$ cat src/rtl/pc_fetch_unit_if.sv
// ============================================================================
// Module      : pc_fetch_unit_if
// Description : Bundle of the branch-decision, stall and instruction-memory
//               request signals around the PC / fetch-request stage.
//               master = fetch unit, slave = surrounding pipeline / memory.
// Revision    : 1.0  initial release
// ============================================================================
`default_nettype none

interface pc_fetch_unit_if;
  logic [1:0]  branch;
  logic        branch_valid;
  logic [31:0] branch_target;
  logic [31:0] jump_target;
  logic        stall;
  logic        imem_ready;
  logic        imem_req;
  logic [31:0] imem_addr;
  logic [31:0] pc;
  logic        fetch_valid;
  logic        redirect;
  logic        misalign_exc;

  modport master (
    input  branch, branch_valid, branch_target, jump_target, stall, imem_ready,
    output imem_req, imem_addr, pc, fetch_valid, redirect, misalign_exc
  );

  modport slave (
    output branch, branch_valid, branch_target, jump_target, stall, imem_ready,
    input  imem_req, imem_addr, pc, fetch_valid, redirect, misalign_exc
  );
endinterface

`default_nettype wire

$ cat src/rtl/pc_fetch_unit.sv
// ============================================================================
// Module      : pc_fetch_unit
// Description : Architectural PC register and fetch-request issue. Picks the
//               next PC (sequential / branch / jump), holds the fetch address
//               stable while a request is outstanding, and pulses redirect to
//               flush younger stages.
//               Optional macro PC_MISALIGN_TRAP_EN: a target with bit 1 set
//               redirects to TRAP_VECTOR and pulses misalign_exc; otherwise
//               target[1:0] are simply cleared.
// Revision    : 1.0  initial release
// ============================================================================
`default_nettype none

module pc_fetch_unit #(
  parameter logic [31:0] RESET_PC    = 32'h0000_0000,
  parameter logic [31:0] TRAP_VECTOR = 32'h0000_0100
) (
  input  wire logic       clk,
  input  wire logic       rst,
  pc_fetch_unit_if.master bus
);

  typedef enum logic [1:0] {
    BOOT = 2'd0,
    RUN  = 2'd1,
    PEND = 2'd2
  } state_t;

  state_t      state, state_nx;
  logic [31:0] pc_q, pc_nx;
  logic [31:0] pend_q, pend_nx;
  logic        pend_mis_q, pend_mis_nx;
  logic        fv_q, fv_nx;
  logic        rd_q, rd_nx;
  logic        mis_q, mis_nx;

  logic        taken;
  logic        req;
  logic        accept;
  logic [31:0] raw_target;
  logic [31:0] target;
  logic        target_mis;

  // Target selection: JALR bit 0 is always cleared, then alignment handling.
  always_comb begin
    taken      = bus.branch_valid & ((bus.branch == 2'b01) | (bus.branch == 2'b10));
    raw_target = (bus.branch == 2'b10) ? (bus.jump_target & ~32'h1) : bus.branch_target;
`ifdef PC_MISALIGN_TRAP_EN
    target_mis = raw_target[1];
    target     = raw_target[1] ? TRAP_VECTOR : (raw_target & ~32'h1);
`else
    target_mis = 1'b0;
    target     = raw_target & ~32'h3;
`endif
    req        = (state != BOOT);
    accept     = req & bus.imem_ready & ~bus.stall;
  end

  // Next-state / next-PC: redirects only happen on a cycle the memory accepts,
  // so the fetch address never moves under an outstanding request.
  always_comb begin
    state_nx    = state;
    pc_nx       = pc_q;
    pend_nx     = pend_q;
    pend_mis_nx = pend_mis_q;
    fv_nx       = 1'b0;
    rd_nx       = 1'b0;
    mis_nx      = 1'b0;
    case (state)
      BOOT: state_nx = RUN;
      RUN: begin
        if (taken) begin
          if (bus.imem_ready) begin
            pc_nx  = target;
            rd_nx  = 1'b1;
            mis_nx = target_mis;
          end else begin
            pend_nx     = target;
            pend_mis_nx = target_mis;
            state_nx    = PEND;
          end
        end else if (accept) begin
          pc_nx = pc_q + 32'd4;
          fv_nx = 1'b1;
        end
      end
      PEND: begin
        // A younger EX-stage decision replaces the parked one.
        if (taken) begin
          pend_nx     = target;
          pend_mis_nx = target_mis;
        end
        if (bus.imem_ready) begin
          pc_nx    = taken ? target : pend_q;
          mis_nx   = taken ? target_mis : pend_mis_q;
          rd_nx    = 1'b1;
          state_nx = RUN;
        end
      end
      default: state_nx = BOOT;
    endcase
  end

  // State register with synchronous reset; a reset discards any parked target.
  always_ff @(posedge clk) begin
    if (rst) begin
      state      <= BOOT;
      pc_q       <= RESET_PC;
      pend_q     <= 32'h0;
      pend_mis_q <= 1'b0;
      fv_q       <= 1'b0;
      rd_q       <= 1'b0;
      mis_q      <= 1'b0;
    end else begin
      state      <= state_nx;
      pc_q       <= pc_nx;
      pend_q     <= pend_nx;
      pend_mis_q <= pend_mis_nx;
      fv_q       <= fv_nx;
      rd_q       <= rd_nx;
      mis_q      <= mis_nx;
    end
  end

  assign bus.imem_req     = req;
  assign bus.imem_addr    = pc_q;
  assign bus.pc           = pc_q;
  assign bus.fetch_valid  = fv_q;
  assign bus.redirect     = rd_q;
  assign bus.misalign_exc = mis_q;

endmodule

`default_nettype wire

$ cat src/flat_wrapper.sv
// flat-port wrapper written by rule: the top's interface ports become plain ports
module pc_fetch_unit_flat 
#(
  parameter logic [31:0] RESET_PC    = 32'h0000_0000,
  parameter logic [31:0] TRAP_VECTOR = 32'h0000_0100
)
  (clk, rst, bus_branch, bus_branch_valid, bus_branch_target, bus_jump_target, bus_stall, bus_imem_ready, bus_imem_req, bus_imem_addr, bus_pc, bus_fetch_valid, bus_redirect, bus_misalign_exc);
  pc_fetch_unit_if bus_i ();
  input  wire logic clk;
  input  wire logic rst;
  input wire logic [$bits(bus_i.branch)-1:0] bus_branch;
  input wire logic [$bits(bus_i.branch_valid)-1:0] bus_branch_valid;
  input wire logic [$bits(bus_i.branch_target)-1:0] bus_branch_target;
  input wire logic [$bits(bus_i.jump_target)-1:0] bus_jump_target;
  input wire logic [$bits(bus_i.stall)-1:0] bus_stall;
  input wire logic [$bits(bus_i.imem_ready)-1:0] bus_imem_ready;
  output wire logic [$bits(bus_i.imem_req)-1:0] bus_imem_req;
  output wire logic [$bits(bus_i.imem_addr)-1:0] bus_imem_addr;
  output wire logic [$bits(bus_i.pc)-1:0] bus_pc;
  output wire logic [$bits(bus_i.fetch_valid)-1:0] bus_fetch_valid;
  output wire logic [$bits(bus_i.redirect)-1:0] bus_redirect;
  output wire logic [$bits(bus_i.misalign_exc)-1:0] bus_misalign_exc;
  assign bus_i.branch = bus_branch;
  assign bus_i.branch_valid = bus_branch_valid;
  assign bus_i.branch_target = bus_branch_target;
  assign bus_i.jump_target = bus_jump_target;
  assign bus_i.stall = bus_stall;
  assign bus_i.imem_ready = bus_imem_ready;
  assign bus_imem_req = bus_i.imem_req;
  assign bus_imem_addr = bus_i.imem_addr;
  assign bus_pc = bus_i.pc;
  assign bus_fetch_valid = bus_i.fetch_valid;
  assign bus_redirect = bus_i.redirect;
  assign bus_misalign_exc = bus_i.misalign_exc;
  pc_fetch_unit #(.RESET_PC(RESET_PC), .TRAP_VECTOR(TRAP_VECTOR)) u_core (.clk(clk), .rst(rst), .bus(bus_i));
endmodule
$ cat config.mk
export PLATFORM = sky130hd
export DESIGN_NAME = pc_fetch_unit_flat
export DESIGN_NICKNAME = d
export VERILOG_FILES = /design/src/rtl/pc_fetch_unit_if.sv /design/src/rtl/pc_fetch_unit.sv /design/src/flat_wrapper.sv
export SDC_FILE = /design/constraint.sdc
export NUM_CORES = 1
export LEC_CHECK = 0
export CAP_MARGIN = 20
export CORE_MARGIN = 5
export CORE_UTILIZATION = 45
export DETAILED_ROUTE_END_ITERATION = 8
export PLACE_DENSITY_LB_ADDON = 0.08
export SYNTH_ARGS = -nofsm -noshare
export SYNTH_HDL_FRONTEND = slang
export SYNTH_SLANG_ARGS = --single-unit
export TNS_END_PERCENT = 10
$ cat constraint.sdc
create_clock -name clk -period 2.6 [get_ports clk]
set_input_delay 0.78 -clock clk [delete_from_list [all_inputs] [get_ports clk]]
set_output_delay 0.78 -clock clk [all_outputs]
set_load 0.005 [all_outputs]
# [After elaboration in Yosys (flattened, before gate mapping)]
# Cells that the tools add are included.
[classes] add_sub_neg=1 eq_ne=9 n_mux=22 n_bitwise=8 n_reduce_logical=8
[op_table] op="32-bit 2-to-1 mux" n=8
[op_table] op="32-bit one-hot mux with 2 select lines" n=2
[op_table] op="32-bit by 3-bit adder with 32-bit output (second input constant)" n=1
[op_table] op="1-bit 2-to-1 mux" n=6
[op_table] op="2-bit 2-to-1 mux" n=3
[op_table] op="2-bit one-hot mux with 3 select lines" n=1
[op_table] op="3-bit AND reduction" n=2
[op_table] op="3-bit OR reduction" n=2
[op_table] op="2-bit by 1-bit == test with 1-bit output (second input constant)" n=2
[op_table] op="2-bit == test (second input constant)" n=2
[op_table] op="2-bit inequality test (second input constant)" n=2
[op_table] op="1-bit inverter" n=4
[op_table] op="1-bit one-hot mux with 2 select lines" n=2
[op_table] op="4-bit AND reduction" n=1
[op_table] op="2-bit nonzero test" n=2
[op_table] op="1-bit bitwise AND" n=3
[op_table] op="3-bit by 1-bit inequality test with 1-bit output (second input constant)" n=1
[op_table] op="3-bit inequality test (second input constant)" n=1
[op_table] op="2-bit logical NOT" n=1
[op_table] op="2-bit by 1-bit inequality test with 1-bit output (second input constant)" n=1
[op_table] op="1-bit OR" n=1
[word_totals] ff_bits=70 in_bits=71 output_inout_bits=68 elab_cells=55

# [Longest topological paths before layout]
[logic_depth] word_depth=6 depth_mapped=10 ltp_nobuf=7

# [Worst setup path before layout]
# No wires, ideal clock.
[synth_timing] kind="input to register" from="input bus_branch[0]" to="register u_core.pc_q[17], in the netlist u_core.bus.imem_addr[17]" setup_time_ns=0.117 arrival_time_ns=2.299 t_required_ns=2.483 path_slack_ns=0.183 path_stages=8 path_buffers=2 path_cell_list="inv_1 ha_1 nand2b_1 nand2_1 clkbuf_1 buf_1 o21ai_0 a32o_1"
[synth_via] elab_chain_len=6 word_cells_on_any_way=13 cone_classes="4 x eq/ne; 6 x mux; 2 x bitwise; 1 x reduce/logical"
[synth_lines] element="from (decl)" line_no="flat_wrapper.sv:11" source="input wire logic [$bits(bus_i.branch)-1:0] bus_branch;"
[synth_lines] element="2-bit by 1-bit == test with 1-bit output / 2-bit == test (equally long branches)" line_no="pc_fetch_unit.sv:46, pc_fetch_unit.sv:47"
[synth_lines] element="1-bit OR" line_no="pc_fetch_unit.sv:46" source="taken = bus.branch_valid & ((bus.branch == 2'b01) | (bus.branch == 2'b10));"
[synth_lines] element="1-bit bitwise AND" line_no="pc_fetch_unit.sv:46"
[synth_lines] element="32-bit 2-to-1 mux" line_no="pc_fetch_unit.sv:94" source="pc_nx = taken ? target : pend_q;"
[synth_lines] element="32-bit 2-to-1 mux" line_no="pc_fetch_unit.sv:93" source="if (bus.imem_ready) begin"
[synth_lines] element="32-bit one-hot mux with 2 select lines" line_no="pc_fetch_unit.sv:69" source="case (state)"
[synth_lines] element="to (signal assigned)" line_no="pc_fetch_unit.sv:116" source="pc_q <= pc_nx;"
[synth_lines] element="to (decl)" line_no="pc_fetch_unit.sv:30" source="logic [31:0] pc_q, pc_nx;"
# Several ways; a longest one is shown, not always the timed one. The select of a mux whose other input is x is not followed.
# A chain may end at the register's enable or synchronous reset.

# [Worst setup path in the final report]
[layout_timing] from="input bus_branch[0]" to="register u_core.pc_q[19], in the netlist u_core.bus.imem_addr[19]"
# Same word-level chain as after synthesis.

==> metrics.cfg <==
[timing]
slew_headroom = 0.675
hold_viol_final = 0
finalCritPeriodShare = 0.988
setup_violations = 0
rsz0062_at_grt = yes
drv_slew = 0
fmaxAchievable_ghz = 0.389
tns_ps = 0
fin_skew_ps = 9.93
finalWorstPathRequiredPeriod_ps = 2570
tightestPinTransition_ps = 483

[die]
dieArea_mm2 = 0.0114
core_mm2 = 0.00915
rows = 35
initial_core_util = 0.458
boundaryPins = 139
die-height_um = 107
dieWidth_um = 107

[grt]
antenna_found_initial = 0
use_met2 = 0.332
grt_start_max_net_pins = 46
grt_pass1_vias = 4093
grt_use_met1 = 0.322
grtUsageMet3 = 0.0455
grt_pass1_wl_um = 20500
grt_use_total = 0.223
busiest_layer = met2
grt.overflow.total = 0

[synthesis]
yosys_warnings = 0
syn-cell-area_mm2 = 0.00419
syn_inst = 537
yosys.cell_types.count = 50
synth_ff_type = dfxtp_1
async_flop_share = 0
ys_seq_elements = 70
avgSynthCellArea_um2 = 7.81
yosysSeqAreaShare = 0.334
syn_nets = 613
synth-edff-count = 0

[placement]
io_buffers = 134
dp_cells = 759
dp_hpwl_um = 9680
routabilityCongestion = 0.874

[cts]
path_clk_slew_ps = 80
cts_buffers = 9
cts-htree-levels = 3
cts.sinks = 70
cts.path.max_buffers = 2
clock_latency_ps = 340
cts-root-buf = clkbuf_8
cts_hold_buffers = 0
tritoncts = done

[routing]
wl_per_cell_um = 16.9
first_pass_iters = 5
vias = 4530
drt-total-wl_um = 13100
vias_per_cell = 5.85
final_antenna_net_count = 0
drt_iter0_markers = 304
drc = 0

[power]
pwr-share-clk = 0.311
finalPower_mw = 3.06
p_seq_frac = 0.401
pwr-share-comb = 0.288
vdd_drop_max_uv = 281
leakage_nw = 2.04
intPower_mw = 2.16
sw_frac_of_total = 0.295
power.density_mw_per_mm2 = 512
switchingPower_mw = 0.903

[worst_setup_path]
critPathKind = in -> reg
critPathBufInv = 4
crit_required_ps = 2830
worstPathCellList = clkdlybuf4s50_1, inv_1, ha_2, nor2b_2, o211a_1, nor2_1, buf_12, buf_12, a211oi_1, nor4_1
slowest_delay_ps = 450
cpMostUsedCell = buf_12
slowest_stage = clkdlybuf4s50_1
worstPathMaxFanout = 19
cp-start-kind = input port
path_delay_family = buffers and inverters
endpoint_kind = register
critPathArrivalTime_ps = 2800

[layout]
area_delta_synth_final_pct = 42.6
area.sequential_mm2 = 0.00140
fillers = 793
final_cell_mix = clkdlybuf4s50_1, dfxtp_1, nor2_1, o21ai_0, buf_4
final_common_cell = clkdlybuf4s50_1
drive_above_1_share = 0.109
finalNonFillerCells = 774
multi_input_area_mm2 = 0.00238
antenna_cells = 0
fin_util = 0.653
fin_nets = 735

[min_path]
hp-class = reg -> reg

[job]
cap_violations = 0

[outcome]
outcome = completed

[sequential cells by signal, summed over array words and instances (netlist names)]
register and flops:
u_core.state 2, u_core.bus.redirect 1, u_core.pend_q 32, u_core.bus.imem_addr 32, u_core.bus.misalign_exc 1, u_core.pend_mis_q 1
u_core.bus.fetch_valid 1
[cell families after synthesis]
| kind of cell | synth area share |
|---|---|
| buffers and inverters | 0.104 |
| AND/OR/NAND/NOR | 0.226 |
| AO/OA/AOI/OAI | 0.237 |
| multiplexers | 0.0835 |
| flip-flops | 0.334 |
| adder cells (fa/ha/maj) | 0.0149 |
[power by group through the flow]
stage / Sequential (mW) / Combinational (mW) / Clock [mW]
floorplan: 1.24 / 0.421 / 0
global placement: 1.24 / 0.854 / 0
detailed placement: 1.25 / 0.870 / 0
CTS: 1.23 / 0.875 / 0.967
global route: 1.24 / 0.954 / 1.01
finish: 1.23 / 0.883 / 0.951
[cell usage after synthesis, types with 5 or more instances]
cell       n  area (µm²)
and3_1     8        50.1
nor4_1     5        31.3
or4_1      5        37.5
a21oi_1   36         180
inv_1     12        45.0
nand4_1   16         100
nand2_1   30         113
buf_1      5        18.8
mux2i_1   35         350
dfxtp_1   70        1400
o21ai_0   42         210
a31oi_1   11        68.8
ha_1       5        62.6
nor2_1    58         218
nor3_1    11        55.1
buf_4     32         240
nand3_1   31         155
clkbuf_1  32         120
and2_1     5        31.3
a211oi_1  34         255
[worst paths after layout]
kind	start	endpoint	slack (ps)	depth (start not counted)
setup / recovery	bus_branch[0]	u_core.bus.imem_addr[19]	30	10
setup reg to reg	u_core.bus.imem_addr[2]	u_core.bus.imem_addr[30]	280	6
hold reg to reg	u_core.pend_mis_q	u_core.bus.misalign_exc	440	2
hold / removal	u_core.pend_mis_q	u_core.bus.misalign_exc	440	2
[routing by layer]
metal / routed length [µm] / vias to the layer above / part of all wire
li1: - / 2207 / -
met1: 5940 / 2059 / 0.45
met2: 5750 / 243 / 0.44
met3: 1170 / 21 / 0.089
met4: 207 / 0 / 0.016
met5: 0 / - / 0
[stage by stage]
| stage | setup WS, ps | area, µm² | hold WS, ps |
|---|---|---|---|
| detailed placement | -353 | 5760 | 424 |
| finish | 31.7 | 5980 | 435 |
| CTS | 47.0 | 5970 | 438 |
| global placement | -329 | 5760 | 418 |
| global route | -15.7 | 5980 | 471 |
| floorplan | 183 | 4190 | 410 |
[cell type report]
type,instances,area share
multi-input combinational,384,0.398
timing repair buffer,182,0.303
clock inverter,4,0.0121
inverter,12,0.00753
clock buffer,11,0.0220
sequential,70,0.234
tap,111,0.0232
[worst reg2reg max path: stages, from the launching register on]
cell and delay, ps:
dfxtp_1 500, ha_1 290, and3_1 320, nand4_1 190, or4_1 610, o31ai_1 220, o2bb2ai_1 130
[repair_timing]
action | 4_1_cts | 5_1_grt
setup endpoints to repair | 1 | 5
setup buffers | 0 | 0
gates resized for setup | 1 | 2
gates cloned | 0 | 0
pin swaps | 0 | 1
No activity file was read; power rests on OpenSTA's default activity.
